### config.mk
export PLATFORM = sky130hd
export DESIGN_NAME = decodificador_siete_segmentos
export DESIGN_NICKNAME = d
export VERILOG_FILES = /design/src/rtl/decodificador_siete_segmentos.sv
export SDC_FILE = /design/constraint.sdc
export NUM_CORES = 1
export LEC_CHECK = 0
export CAP_MARGIN = 20
export CORE_ASPECT_RATIO = 1.4
export CORE_MARGIN = 2
export CORE_UTILIZATION = 30
export CTS_BUF_LIST = sky130_fd_sc_hd__clkbuf_4
export DETAILED_ROUTE_END_ITERATION = 12
export SKIP_LAST_GASP = 1
export SYNTH_ARGS = -nofsm -noshare
export SYNTH_HDL_FRONTEND = slang
export SYNTH_SLANG_ARGS = --single-unit
### constraint.sdc
create_clock -name clk -period 9.1 [get_ports clk]
set_input_delay 0.91 -clock clk [delete_from_list [all_inputs] [get_ports clk]]
set_output_delay 0.91 -clock clk [all_outputs]
set_load 0.02 [all_outputs]
### src/rtl/decodificador_siete_segmentos.sv
// Seven-segment bus snooper: recovers the hex value shown on a 4-digit multiplexed
// display (active-low segments and anodes) with settle timing and repeat filtering.
module decodificador_siete_segmentos #(
  parameter int unsigned SETTLE_CYC = 4,
  parameter int unsigned CONFIRM    = 2
) (
  input  logic        clk,
  input  logic        rst,
  input  logic [6:0]  seg_in,
  input  logic [3:0]  an_in,
  output logic [15:0] valor,
  output logic [3:0]  valido,
  output logic [3:0]  error,
  output logic        nuevo
);

  localparam int unsigned DW = $clog2(SETTLE_CYC + 1);
  localparam int unsigned CW = $clog2(CONFIRM + 1);
  localparam logic [6:0]  BLANK = 7'b1111111;

  logic [6:0]    seg_m, seg_s;
  logic [3:0]    an_m, an_s, an_prev;
  logic [DW-1:0] dwell_q, dwell_c;
  logic [6:0]    cand_q [4];
  logic [CW-1:0] cnt_q  [4];

  logic          onehot_c;
  logic [1:0]    dig_c;
  logic          sample_c;
  logic [3:0]    hex_c;
  logic          is_hex_c;
  logic          is_blank_c;
  logic [6:0]    cur_cand_c;
  logic [CW-1:0] cur_cnt_c;
  logic [CW-1:0] next_cnt_c;
  logic          cnt_full_c;
  logic          commit_c;
  logic [15:0]   valor_c;
  logic [3:0]    valido_c;
  logic [3:0]    error_c;
  logic          nuevo_c;

  // Anode decode: only a single low anode selects a digit.
  always_comb begin
    onehot_c = 1'b0;
    dig_c    = 2'd0;
    case (an_s)
      4'b1110: begin onehot_c = 1'b1; dig_c = 2'd0; end
      4'b1101: begin onehot_c = 1'b1; dig_c = 2'd1; end
      4'b1011: begin onehot_c = 1'b1; dig_c = 2'd2; end
      4'b0111: begin onehot_c = 1'b1; dig_c = 2'd3; end
      default: begin onehot_c = 1'b0; dig_c = 2'd0; end
    endcase
  end

  // Dwell counter reflects the current cycle's position in the dwell, so the
  // first cycle of a new selection is position 0 and sampling fires once.
  always_comb begin
    dwell_c = '0;
    if (onehot_c && (an_s == an_prev)) begin
      if (dwell_q == DW'(SETTLE_CYC)) dwell_c = dwell_q;
      else                            dwell_c = dwell_q + DW'(1);
    end
    sample_c = onehot_c && (dwell_c == DW'(SETTLE_CYC - 1));
  end

  // Inverse of the hex-to-segment table.
  always_comb begin
    hex_c      = 4'h0;
    is_hex_c   = 1'b1;
    is_blank_c = 1'b0;
    case (seg_s)
      7'b1000000: hex_c = 4'h0;
      7'b1111001: hex_c = 4'h1;
      7'b0100100: hex_c = 4'h2;
      7'b0110000: hex_c = 4'h3;
      7'b0011001: hex_c = 4'h4;
      7'b0010010: hex_c = 4'h5;
      7'b0000010: hex_c = 4'h6;
      7'b1111000: hex_c = 4'h7;
      7'b0000000: hex_c = 4'h8;
      7'b0010000: hex_c = 4'h9;
      7'b0001000: hex_c = 4'hA;
      7'b0000011: hex_c = 4'hB;
      7'b1000110: hex_c = 4'hC;
      7'b0100001: hex_c = 4'hD;
      7'b0000110: hex_c = 4'hE;
      7'b0001110: hex_c = 4'hF;
      BLANK: begin
        is_hex_c   = 1'b0;
        is_blank_c = 1'b1;
      end
      default: is_hex_c = 1'b0;
    endcase
  end

  // Repeat-confirmation filter: commit only on the sample that reaches CONFIRM.
  always_comb begin
    cur_cand_c = cand_q[dig_c];
    cur_cnt_c  = cnt_q[dig_c];
    cnt_full_c = (cur_cnt_c == CW'(CONFIRM));
    next_cnt_c = CW'(1);
    commit_c   = 1'b0;
    if (seg_s == cur_cand_c) begin
      next_cnt_c = cnt_full_c ? cur_cnt_c : cur_cnt_c + CW'(1);
      commit_c   = sample_c && !cnt_full_c && (next_cnt_c == CW'(CONFIRM));
    end else begin
      next_cnt_c = CW'(1);
      commit_c   = sample_c && (CONFIRM == 1);
    end
  end

  // Next output values and change pulse for a commit.
  always_comb begin
    valor_c  = valor;
    valido_c = valido;
    error_c  = error;
    if (commit_c) begin
      if (is_hex_c) valor_c[{dig_c, 2'b00} +: 4] = hex_c;
      valido_c[dig_c] = is_hex_c;
      error_c[dig_c]  = !is_hex_c && !is_blank_c;
    end
    nuevo_c = commit_c && ({valor_c, valido_c, error_c} != {valor, valido, error});
  end

  always_ff @(posedge clk) begin
    if (rst) begin
      seg_m   <= BLANK;
      seg_s   <= BLANK;
      an_m    <= 4'b1111;
      an_s    <= 4'b1111;
      an_prev <= 4'b1111;
      dwell_q <= '0;
      for (int i = 0; i < 4; i++) begin
        cand_q[i] <= BLANK;
        cnt_q[i]  <= '0;
      end
      valor   <= '0;
      valido  <= '0;
      error   <= '0;
      nuevo   <= 1'b0;
    end else begin
      seg_m   <= seg_in;
      seg_s   <= seg_m;
      an_m    <= an_in;
      an_s    <= an_m;
      an_prev <= an_s;
      dwell_q <= dwell_c;
      if (sample_c) begin
        cand_q[dig_c] <= seg_s;
        cnt_q[dig_c]  <= next_cnt_c;
      end
      valor   <= valor_c;
      valido  <= valido_c;
      error   <= error_c;
      nuevo   <= nuevo_c;
    end
  end

endmodule

==> impl_metrics.json, run 1 <==
{
  "finalSetupTns_ns": 0,
  "layout-drive-gt1-share_pct": 12.9,
  "overflow": 0,
  "io_pins": 38,
  "fp-row-count": 56,
  "syn_nets": 577,
  "vias_per_cell": 5.20,
  "path_max_fanout": 25,
  "syn_to_final_growth_pct": 11.8,
  "cts_buffer_depth": 2,
  "crit_family": "simple AND/OR/NAND/NOR gates",
  "hold_class": "reg2reg",
  "post_drt_wl_per_cell_um": 17.4,
  "syn_area_um2": 5190,
  "clkSlewWorstSetupHoldPaths_ns": 0.14,
  "postCtsSetupRepairBufs": 0,
  "period_minus_slack_ns": 4.85,
  "relSlewSlack_pct": 30.3,
  "initial_core_util_pct": 30.7,
  "h-tree-depth": 3,
  "clock_sinks": 90,
  "die_area_um2": 18400,
  "endpoint_kind": "register",
  "synth_top_area_share_pct": 20.8,
  "clock.fmax_mhz": 206,
  "final_common_cell": "dfxtp_1",
  "drt_iter0_drc": 193,
  "place.gp.congestion": 0.899,
  "finClkSkew_ns": 0.0246,
  "synth_flop_cell": "dfxtp_1",
  "synth_cell_types": 83,
  "cp.arrival_ns": 5.21,
  "cts_root_buf": "clkbuf_4",
  "synth-edff-count": 36,
  "critPathKind": "reg2reg",
  "cts_hold_buf": 0,
  "die_w_um": 115,
  "grt_use_total_pct": 15.8,
  "worst-path-buf-inv": 2,
  "leakage_nw": 1.88,
  "rsz0062_at_grt": "false",
  "core_um2": 16900,
  "drv_slew": 0,
  "critical_path_depth": 13,
  "ys_ff_latch": 90,
  "worstSkewPairLatency_ns": 0.47,
  "crit_end": "valor[9]",
  "startpoint_type": "register",
  "crit_start": "an_s[1]",
  "yosysTopAreaCell": "dfxtp_1",
  "ir_worst_vdd_mv": 0.0456,
  "r2r-start": "an_s[1]",
  "hold_viol_final": 0,
  "worst_pin_slew_ns": 1.04,
  "finalCritPeriodShare_pct": 53.3,
  "reg2reg_depth": 13,
  "synthArstFlopShare_pct": 0,
  "holdWs_ns": 0.415,
  "nNetsFinal": 590,
  "yosys-top-cells-area": "dfxtp_1 (21%), edfxtp_1 (21%), or2_2 (4.1%), nand2_1 (3.4%), nand2b_1 (2.9%)",
  "setup_viol": 0,
  "yosysSeqAreaShare_pct": 41.7,
  "syn-instance-count": 556,
  "reg2reg_slack_ns": 4.25,
  "cts_tree": "built",
  "dieHeight_um": 160,
  "syn_area_per_cell_um2": 9.33,
  "place_hpwl_um": 10300,
  "drc_errors": 0,
  "antenna_found_initial": 1,
  "most-common-layout-cells": "dfxtp_1 (54), nand2_1 (47), edfxtp_1 (36), clkdlybuf4s50_1 (36), or2_2 (34)",
  "r2r-end": "valor[9]",
  "cpPeakStageDelay_ns": 0.86,
  "wl_um": 14100,
  "port_buffers": 37,
  "first_pass_iters": 4,
  "p_per_area_nw_per_um2": 127,
  "grt_pass1_wl_um": 22600,
  "required_ns": 9.46,
  "first_global_vias": 4242,
  "path_cells": "nand2_1 > a21oi_1 > clkinv_1 > nand2_1 > o21ai_0 > ha_1 > inv_1 > o2111a_1 > o21ai_0 > nor4_2 > and2_2 > nand2_2 > mux2_1",
  "numCtsBuffers": 9,
  "vias": 4198,
  "slowest_stage": "dfxtp_1",
  "grt_max_degree": 71,
  "yosysWarnings": 0,
  "ant_nets": 0,
  "drv_cap": 0,
  "cts_resized": 0,
  "status": "finished, final reports clean"
}
[metrics by stage]
step / power [mW] / util, % / instances / worst slack [ns] / cell area, µm²
4_1_cts: 0.746 / 34.3 / 806 / 4.27 / 5800
3_5_place_dp: 0.525 / 33.6 / 790 / 4.29 / 5670
3_3_place_gp: 0.525 / 33.6 / 790 / 4.50 / 5670
5_1_grt: 0.771 / 34.4 / 807 / 3.76 / 5800
2_1_floorplan: 0.501 / - / 556 / 5.48 / 5190
6_report: 0.739 / 34.4 / 807 / 4.25 / 5800
[kinds of logic after synthesis]
kind of cell    after synthesis  synth area share (%)
fa+ha+maj                     8                  1.93
compound gates              111                  16.0
xor+xnor                     15                  2.53
mux                          16                  3.28
simple gates                265                  29.9
flops                        90                  41.7
buf+inv                      51                  4.68
[registers in the layout, indices dropped and copies added (netlist names), 3 cells and up]
name     count
cand_q      28
dwell_q      3
valido       4
error        4
an_m         4
valor       16
cnt_q        8
seg_m        7
seg_s        7
an_prev      4
an_s         4
[worst min path at each step]
stage               endpoint  cells after the start      from  slack (ns)
CTS                  an_s[3]                      1   an_m[3]        0.42
global route         an_s[0]                      1   an_m[0]        0.44
floorplan            an_s[0]                      1   an_m[0]        0.39
finish               an_s[3]                      1   an_m[3]        0.41
detailed placement  seg_s[3]                      1  seg_m[3]        0.39
global placement    seg_s[0]                      1  seg_m[0]        0.39
[power breakdown]
group          leakage, nW  total (mW)  internal [mW]  switching, mW
combinational         1.09      0.0800         0.0294         0.0506
clock               0.0675       0.222         0.0846          0.137
sequential           0.716       0.437          0.425         0.0121
[routing by layer]
metal  vias up  track usage, %  part of all wire [%]
met5         -               0                     0
met4         0            7.78                   3.7
met3        28            2.73                   2.7
met2        89            27.9                    53
met1      2022            18.1                    41
li1       2059               -                     -
[cell type report]
cell class              count  area [µm²]
multi-input cells         415        2790
repair buffers             38         373
well taps                 232         290
clock buffers              10        75.1
diodes                      1        2.50
flip-flops and latches     90        2160
clock inverters             6        57.6
fillers                  1761       11100
inverters                  15        56.3
[cell usage after synthesis, types with 11 or more instances]
cell type / instances
dfxtp_1: 54
nand2_1: 47
edfxtp_1: 36
or2_2: 34
a21oi_1: 28
nor2_1: 25
nand2b_1: 24
nand3_1: 24
o21ai_0: 19
buf_2: 16
nor2b_1: 16
clkbuf_1: 14
inv_1: 14
nor3_1: 13
xor2_1: 11
(Power assumes the default switching activity.)
==> run 2, diff against run 1 <==
- clock period: 9.1 -> 3.9 ns (I/O delays scaled with it)
==> run 2 against run 1 <==
Net effect:
- via count up 4.3%
- critical endpoint is now nuevo
- largest power group unchanged
- largest cell class unchanged
- global-route usage is 0.89 points higher
- register-to-register slack worse by 4.1 ns
==> impl_metrics.json, run 2 (synthesis results as in run 1) <==
{
  "reg2reg_depth": 7,
  "h-tree-depth": 3,
  "drv_slew": 0,
  "hold_end": "valor[11]",
  "hold_path_depth": 3,
  "hold_viol_final": 0,
  "cp.arrival_ns": 4.08,
  "antenna_found_initial": 1,
  "dp_worst_setup_slack_ns": 0.329,
  "dr_wl_met2_um": 7700,
  "postCtsSetupRepairBufs": 0,
  "n_fill_cell": 1722,
  "startpoint_type": "register",
  "layout-drive-gt1-share_pct": 16.0,
  "most-common-layout-cells": "dfxtp_1 (54), nand2_1 (47), edfxtp_1 (36), clkdlybuf4s50_1 (36), or2_2 (34)",
  "m1WireLength_um": 5810,
  "core_um2": 16900,
  "first_pass_iters": 5,
  "p_comb_share_pct": 11.5,
  "power_frac_clock_pct": 32.8,
  "grt_max_degree": 68,
  "seq_power_share_pct": 55.7,
  "top_layer": "met4",
  "reg2reg_slack_ns": 0.20,
  "drc_errors": 0,
  "place_hpwl_um": 11100,
  "post_drt_wl_per_cell_um": 17.7,
  "finClkSkew_ns": 0.0215,
  "drv_cap": 0,
  "die_area_um2": 18400,
  "min_from": "rst",
  "cts_root_buf": "clkbuf_4",
  "rsz0062_at_grt": "false",
  "nNetsFinal": 611,
  "ir_worst_vdd_mv": 0.175,
  "overflow": 0,
  "cts_tree": "built",
  "worstSkewPairLatency_ns": 0.47,
  "reg_top3": "cand_q x28, valor x16, cnt_q x8",
  "setup_viol": 0,
  "clkSlewWorstSetupHoldPaths_ns": 0.15,
  "r2r-start": "seg_s[2]",
  "first_global_vias": 4393,
  "hold_class": "in2reg",
  "status": "finished, final reports clean",
  "holdWs_ns": 0.321,
  "syn_to_final_growth_pct": 15.6,
  "required_ns": 4.28,
  "path_max_fanout": 17,
  "grt_use_total_pct": 16.7,
  "p_int_mw": 1.33,
  "wl_um": 14600,
  "finalSetupTns_ns": 0,
  "period_minus_slack_ns": 3.70,
  "relSlewSlack_pct": 47.9,
  "clock_sinks": 90,
  "cts_hold_buf": 0,
  "fin_cells": 828,
  "drt_iter0_drc": 236,
  "fp-row-count": 56,
  "largest_reg_flops": 28,
  "top_register": "cand_q",
  "port_buffers": 37,
  "swShare_pct": 26.7,
  "grt_pass1_wl_um": 23800,
  "io_pins": 38,
  "place.gp.congestion": 0.911,
  "ant_nets": 0,
  "leakage_nw": 2.00,
  "critPathKind": "reg2reg",
  "numCtsBuffers": 9,
  "vias_per_cell": 5.29,
  "dp_cells": 811,
  "endpoint_kind": "register",
  "worst_pin_slew_ns": 0.781,
  "cts_buffer_depth": 2,
  "r2r-end": "nuevo",
  "die_w_um": 115,
  "initial_core_util_pct": 30.7,
  "setup_ws_ns": 0.195,
  "final_common_cell": "dfxtp_1",
  "clock.fmax_mhz": 270,
  "wl_met3_um": 416,
  "power_switching_uw": 486,
  "dieHeight_um": 160,
  "vias": 4377,
  "cts_resized": 0,
  "p_per_area_nw_per_um2": 303,
  "finalCritPeriodShare_pct": 95.0
}
run 2: cell count changes in the layout (fill, tap and decap cells not counted):
cell | previous run | this run
buf_4 | 1 | 21
clkinv_4 | 0 | 1
clkbuf_4 | 10 | 9
clkinv_2 | 1 | 0
inv_6 | 0 | 1
bufinv_16 | 1 | 2
clkinvlp_4 | 2 | 1
buf_12 | 0 | 1
run 2: layout make-up:
class                      instances  area, µm²  area share [%]
inverter                          15       56.3           0.938
multi-input combinational        415       2790            46.4
sequential                        90       2160            36.0
tap                              232        290            4.84
clock inverter                     7       92.6            1.54
timing repair buffer              59        543            9.05
antenna                            1       2.50          0.0417
clock buffer                       9       67.6            1.13
run 2: metrics by stage:
step | utilization (%) | total power [mW] | cell area (µm²)
detailed placement | 34.6 | 1.24 | 5840
global placement | 34.6 | 1.24 | 5840
global route | 35.5 | 1.89 | 6000
CTS | 35.5 | 1.83 | 6000
floorplan | - | 1.17 | 5190
finish | 35.5 | 1.82 | 6000
run 2: metal layers:
layer  GRT usage [%]  vias up
li1                -     2098
met2            29.3      120
met5               0        -
met4            9.91        0
met1            18.8     2114
met3            2.28       45
run 2: worst max-delay path by stage:
stage / startpoint / end / depth (start not counted)
2_1_floorplan: an_s[0] / nuevo / 15
5_1_grt: seg_s[2] / nuevo / 7
3_5_place_dp: seg_s[2] / nuevo / 7
6_report: seg_s[2] / nuevo / 7
3_3_place_gp: seg_s[2] / nuevo / 7
4_1_cts: seg_s[2] / nuevo / 7
run 2: power by group through the flow:
stage               combinational [mW]  sequential (mW)  clock, mW
floorplan                        0.153             1.02          0
CTS                              0.209             1.01      0.611
detailed placement               0.208             1.03          0
global placement                 0.207             1.03          0
finish                           0.210             1.01      0.597
global route                     0.231             1.02      0.646
run 2: critical path, cell delays in order, from the launching register on:
cell       delay [ns]
dfxtp_1          0.85
inv_1            0.37
nor4_1           0.62
nor2_1           0.30
or2_2            0.38
a2111oi_0        0.69
o32ai_1          0.15
o31a_1           0.26
